--- src/rtl/fetch_pkg.sv ---
`default_nettype none
// ============================================================================
// Module   : fetch_pkg
// Purpose  : Shared state encoding and constants for the fetch sequencer.
// Revision : 1.0 - initial release
// ============================================================================
package fetch_pkg;

    typedef enum logic [1:0] {
        S_IDLE = 2'd0,
        S_REQ  = 2'd1,
        S_RESP = 2'd2,
        S_OUT  = 2'd3
    } fetch_state_t;

    localparam int          INSTR_BYTES      = 4;
    localparam logic [31:0] DEFAULT_RESET_PC = 32'h0000_0000;

endpackage
`default_nettype wire

--- src/rtl/fetch_sequencer_pc_next_sel.sv ---
`default_nettype none
// ============================================================================
// Module   : pc_next_sel
// Purpose  : Next-PC mux: sequential pc+4 or word-aligned redirect target.
// Revision : 1.0 - initial release
// ============================================================================
module pc_next_sel
    import fetch_pkg::*;
#(
    parameter int WIDTH = 32
) (
    input  logic [WIDTH-1:0] pc,
    input  logic [WIDTH-1:0] branch_PC,
    input  logic [WIDTH-1:0] ImmOP,
    input  logic             PCsrc,
    output logic [WIDTH-1:0] next_pc,
    output logic             misaligned
);

    logic [WIDTH-1:0] w_target_raw;

    assign w_target_raw = branch_PC + ImmOP;

    // Low two bits are dropped rather than trapped; the flag reports it.
    assign next_pc    = PCsrc ? {w_target_raw[WIDTH-1:2], 2'b00}
                              : pc + WIDTH'(INSTR_BYTES);
    assign misaligned = PCsrc && (w_target_raw[1:0] != 2'b00);

endmodule
`default_nettype wire

--- src/rtl/fetch_sequencer.sv ---
`default_nettype none
// ============================================================================
// Module   : fetch_sequencer
// Purpose  : PC register plus single-outstanding instruction fetch FSM.
// Revision : 1.0 - initial release
// ============================================================================
module fetch_sequencer
    import fetch_pkg::*;
#(
    parameter int               WIDTH    = 32,
    parameter logic [WIDTH-1:0] RESET_PC = WIDTH'(DEFAULT_RESET_PC)
) (
    input  logic             clk,
    input  logic             rst,
    input  logic             PCsrc,
    input  logic [WIDTH-1:0] branch_PC,
    input  logic [WIDTH-1:0] ImmOP,
    output logic             imem_req,
    output logic [WIDTH-1:0] imem_addr,
    input  logic             imem_gnt,
    input  logic             imem_rvalid,
    input  logic [WIDTH-1:0] imem_rdata,
    output logic             instr_valid,
    input  logic             instr_ready,
    output logic [WIDTH-1:0] instr,
    output logic [WIDTH-1:0] instr_pc,
    output logic             misaligned
);

    fetch_state_t     r_state;
    logic [WIDTH-1:0] r_pc;
    logic             r_drop;
    logic [WIDTH-1:0] r_instr;
    logic [WIDTH-1:0] r_instr_pc;
    logic             r_misaligned;

    logic [WIDTH-1:0] w_next_pc;
    logic             w_misaligned;
    logic             w_redirect;

    pc_next_sel #(
        .WIDTH (WIDTH)
    ) u_pc_next_sel (
        .pc         (r_pc),
        .branch_PC  (branch_PC),
        .ImmOP      (ImmOP),
        .PCsrc      (PCsrc),
        .next_pc    (w_next_pc),
        .misaligned (w_misaligned)
    );

    assign w_redirect = PCsrc && (r_state != S_IDLE);

    always_ff @(posedge clk) begin
        if (rst) begin
            r_state      <= S_IDLE;
            r_pc         <= RESET_PC;
            r_drop       <= 1'b0;
            r_instr      <= '0;
            r_instr_pc   <= '0;
            r_misaligned <= 1'b0;
        end else begin
            r_misaligned <= 1'b0;
            if (w_redirect) begin
                r_pc         <= w_next_pc;
                r_misaligned <= w_misaligned;
            end
            case (r_state)
                S_IDLE: r_state <= S_REQ;
                S_REQ: begin
                    if (imem_gnt) begin
                        r_state <= S_RESP;
                        // A grant in the redirect cycle fetched the old pc.
                        if (w_redirect) begin
                            r_drop <= 1'b1;
                        end
                    end
                end
                S_RESP: begin
                    if (imem_rvalid) begin
                        if (w_redirect || r_drop) begin
                            r_drop  <= 1'b0;
                            r_state <= S_REQ;
                        end else begin
                            r_instr    <= imem_rdata;
                            r_instr_pc <= r_pc;
                            r_state    <= S_OUT;
                        end
                    end else if (w_redirect) begin
                        r_drop <= 1'b1;
                    end
                end
                S_OUT: begin
                    if (w_redirect) begin
                        r_state <= S_REQ;
                    end else if (instr_ready) begin
                        r_pc    <= w_next_pc;
                        r_state <= S_REQ;
                    end
                end
                default: r_state <= S_IDLE;
            endcase
        end
    end

    assign imem_req    = (r_state == S_REQ);
    assign instr_valid = (r_state == S_OUT);
    assign imem_addr   = r_pc;
    assign instr       = r_instr;
    assign instr_pc    = r_instr_pc;
    assign misaligned  = r_misaligned;

endmodule
`default_nettype wire

--- config.mk ---
export PLATFORM = sky130hd
export DESIGN_NAME = fetch_sequencer
export DESIGN_NICKNAME = d
export VERILOG_FILES = /design/src/rtl/fetch_pkg.sv /design/src/rtl/fetch_sequencer_pc_next_sel.sv /design/src/rtl/fetch_sequencer.sv
export SDC_FILE = /design/constraint.sdc
export NUM_CORES = 1
export LEC_CHECK = 0
export CAP_MARGIN = 25
export CORE_MARGIN = 1.5
export CORE_UTILIZATION = 51
export CTS_BUF_LIST = sky130_fd_sc_hd__clkbuf_8
export DETAILED_ROUTE_END_ITERATION = 16
export GPL_ROUTABILITY_DRIVEN = 0
export GPL_TIMING_DRIVEN = 1
export PLACE_DENSITY = 0.85
export SLEW_MARGIN = 10
export SYNTH_ARGS = -nofsm -noshare
export SYNTH_HDL_FRONTEND = slang
export SYNTH_SLANG_ARGS = --single-unit
--- constraint.sdc ---
create_clock -name clk -period 6.9 [get_ports clk]
set_input_delay 1.38 -clock clk [delete_from_list [all_inputs] [get_ports clk]]
set_output_delay 1.38 -clock clk [all_outputs]
set_load 0.05 [all_outputs]
==> impl_summary.log <==
[metrics] clock tree from TritonCTS: built
[metrics] Setup Fix Bufs, Post-CTS: 0
[metrics] min cycle time layout: 4423 ps
[metrics] aggregate routed wire length: 17200 µm
[metrics] aggregate global routing overflow: 0
[metrics] full die area: 11890 µm²
[metrics] family of cells with the greatest summed delay on the critical path: compound AO/OA/AOI/OAI gates
[metrics] maximum VDD drop: 0.09256 mV
[metrics] worst clock skew: 12.75 ps
[metrics] Critical Setup Path Class: input port to flip-flop
[metrics] ANT nets after route: 0
[metrics] Remaining DRCs: 0
[metrics] Hold/Removal Path Class: flip-flop to flip-flop
[metrics] register area share after synthesis: 34.90%
[metrics] Critical-path top delay cell: sky130_fd_sc_hd__fa_1
[metrics] pin count of the biggest net entering global routing: 102
[metrics] Required @ worst endpoint: 7160 ps
[metrics] pwr/cell area: 183.8 nW/µm²
[metrics] number of nets in the layout: 1083
[metrics] async set-reset flop share out of synthesis: 0%
[metrics] number of cells on the worst hold path: 2
[metrics] number of setup violations in the final report: 0
[metrics] P_leak: 2.887 nW
[metrics] number of placement rows: 38
[metrics] cell breakdown of the critical path: clkdlybuf4s50_1, ha_1, fa_1, a211oi_1, o21bai_1, a21oi_1, o221ai_1, a31oi_1, o21ai_0, nor4_1, o211ai_1, nor3b_1
[metrics] capturing element type of the critical path: flip-flop
[metrics] Port Buffers: 200
[metrics] total vias in the final route: 6309
[metrics] total number of H-tree levels: 3
[metrics] DRT iter0 DRCs: 677
[metrics] Sum Neg Setup Slack: 0 ps
[metrics] number of inserted diodes: 0
[metrics] floorplan core area: 10890 µm²
[metrics] final hold violation count: 0
[metrics] clock root buffer: sky130_fd_sc_hd__clkbuf_8
[metrics] clock insertion delay at the later pin of the skew report: 370 ps
[metrics] global-route wire length before repair: 27170 µm
[metrics] Synth Flop Type: sky130_fd_sc_hd__dfxtp_1
[metrics] Chip Width: 109.1 µm
[metrics] Overall Global Routing Usage: 28.72%
[metrics] ratio of cells with drive above 1 in the final layout: 4.114%
[metrics] estimated wirelength of the detail-placed design: 12840 µm
[metrics] RSZ-0062 raised after global routing: no
[metrics] Critical Path Source Type: input port
[metrics] Cell variety after synth: 57
[metrics] maximum clock path buffer count: 2
[metrics] Fmax achieved: 226.1 MHz
[metrics] number of global-route vias before repair: 5864
[metrics] drt first pass iters: 6
[metrics] initial core utilization: 52.69%
[metrics] number of flops mapped to enable cells by yosys: 0
[metrics] arrival time of the worst setup path: 4680 ps
[metrics] Levels on crit path: 12
[metrics] largest stage delay on the critical path: 440 ps
[metrics] final worst path period share: 64.11%
[metrics] count of pins over their slew limit: 0
[metrics] run status: completed
[metrics] post-layout util: 73.64%
[metrics] total of cells resized after clock tree synthesis: 0
[metrics] slew margin rel.: 30.35%
[metrics] worst-margin pin slew: 1045 ps
[metrics] count of mapped cells out of synthesis: 764
[metrics] Synth warnings: 0
[metrics] die height: 109.1 µm
[metrics] boundary pin count: 201
[metrics] cell area after synthesis: 5737 µm²
[metrics] Overall Power: 1.474 mW
[metrics] post-synthesis average cell area: 7.509 µm²
[metrics] total of fill cells in the finished design: 865
[metrics] Mapped Nets: 904
[metrics] buffers and inverters on the worst path: 1
[metrics] initial antenna violation count: 0
[metrics] DR WL/cell: 15.81 µm
[metrics] max_cap viols: 0
[metrics] maximum fanout encountered on the critical timing path: 5
[metrics] TritonCTS Buffers: 9
[metrics] clk slew on worst S/H paths: 90 ps
[metrics] Via-to-Cell Ratio: 5.799
[metrics] number of clock sinks: 100
[metrics] area overhead of the layout relative to synthesis: 39.76%
[metrics] FF+latch count, synth: 100
[metrics] Worst R2R Path Depth: 10
[metrics] # hold bufs at CTS: 0
power by group:
part	internal [mW]	switching, mW	leakage, nW	total, mW
registers	0.601	0.0345	0.809	0.635
clock network	0.178	0.201	0.104	0.379
logic	0.191	0.269	1.97	0.460
final timing paths:
kind | startpoint | to | slack [ps]
max reg2reg | imem_addr[2]$_SDFF_PP0_ | imem_addr[30]$_SDFF_PP0_ | 4320
min | instr[5]$_SDFFE_PP0P_ | instr[5]$_SDFFE_PP0P_ | 460
max | branch_PC[0] | imem_addr[30]$_SDFF_PP0_ | 2480
min reg2reg | instr[5]$_SDFFE_PP0P_ | instr[5]$_SDFFE_PP0P_ | 460
metrics by stage:
| step | hold WS (ps) | setup slack [ps] | area, µm² | cells |
|---|---|---|---|---|
| floorplan | 437.5 | 2967 | 5737 | 764 |
| global placement | 441.1 | 2150 | 7785 | 1070 |
| detailed placement | 445.5 | 2080 | 7805 | 1071 |
| CTS | 457.5 | 2464 | 8006 | 1087 |
| global route | 473.3 | 2232 | 8018 | 1088 |
| finish | 456.0 | 2477 | 8018 | 1088 |
state kept, by name, summed over array words and instances, names as in the netlist:
| name | count |
|---|---|
| r_state | 2 |
| instr | 32 |
| misaligned | 1 |
| instr_pc | 32 |
| imem_addr | 32 |
| r_drop | 1 |
cells in the final DEF (no fill, tap or decap), drive strengths merged, types with 11 or more instances in the layout:
cell type,count
dfxtp,100
o21ai,38
nand2,157
ha,37
inv,18
a21oi,138
a31oi,19
clkdlybuf4s50,199
nor3,12
nor2,62
xor2,12
xnor2,15
nand3,11
final cells by class:
type                            count  area [µm²]  area share (%)
Clock buffer                       10       137.6           1.717
Clock inverter                      6       63.81          0.7959
Inverter                           16       60.06          0.7491
Multi-Input combinational cell    611        3526           43.98
Sequential cell                   100        2002           24.97
Tap cell                          140       175.2           2.185
Timing Repair Buffer              205        2053           25.61
cells by family (layout without fill, tap and decap cells):
family	after synthesis	after routing	share of synthesized area (%)
AND/OR/NAND/NOR	289	289	22.01
AO/OA/AOI/OAI	256	256	26.50
flip-flops	100	100	34.90
buffers and inverters	53	237	3.882
adder cells (fa/ha/maj)	38	38	8.419
XOR/XNOR	27	27	4.122
multiplexers	1	1	0.1745
layer usage:
| metal | global-route usage, % | wire length, µm |
|---|---|---|
| met1 | 34.35 | 6990 |
| met2 | 48.79 | 8157 |
| met3 | 6.754 | 1577 |
| met5 | 0 | 0 |
| met4 | 12.69 | 473 |
Yosys cell counts, drive strengths merged (2+ instances only):
cell / instances / share of area, %
nand2b: 4 / 0.44
and2: 4 / 0.44
xor2: 12 / 1.8
a41oi: 4 / 0.61
a31oi: 19 / 2.4
nand2: 157 / 10
a21oi: 138 / 12
nor3: 12 / 1.0
and2b: 2 / 0.31
or2: 2 / 0.22
o211ai: 3 / 0.39
a311oi: 2 / 0.61
o21ai: 38 / 3.3
inv: 16 / 1.0
nand3b: 2 / 0.26
nor2b: 5 / 0.55
a211oi: 9 / 1.2
and4: 3 / 0.46
o221ai: 2 / 0.31
xnor2: 15 / 2.3
nand3: 11 / 1.0
ha: 37 / 8.1
o21a: 5 / 0.65
dfxtp: 100 / 35
nor2: 62 / 4.1
nand4: 6 / 0.65
nor3b: 3 / 0.39
o31ai: 2 / 0.26
o22ai: 4 / 0.44
buf: 8 / 0.85
o21bai: 8 / 1.0
a21o: 10 / 1.4
a221oi: 3 / 0.46
clkbuf: 28 / 1.8
or3: 2 / 0.22
a31o: 3 / 0.46
a21boi: 2 / 0.26
and3: 10 / 1.1
worst register-to-register path: stages, from the launching register on:
cell and delay [ps]:
sky130_fd_sc_hd__dfxtp_1 480, sky130_fd_sc_hd__ha_1 270, sky130_fd_sc_hd__nand3_1 120, sky130_fd_sc_hd__nor2_1 440, sky130_fd_sc_hd__nand2_1 150, sky130_fd_sc_hd__nor2_1 270, sky130_fd_sc_hd__and2_1 240, sky130_fd_sc_hd__a21oi_1 80
sky130_fd_sc_hd__nor2_1 100, sky130_fd_sc_hd__o221ai_1 140, sky130_fd_sc_hd__nor3b_1 210
Power figures use the tool's default switching activity.
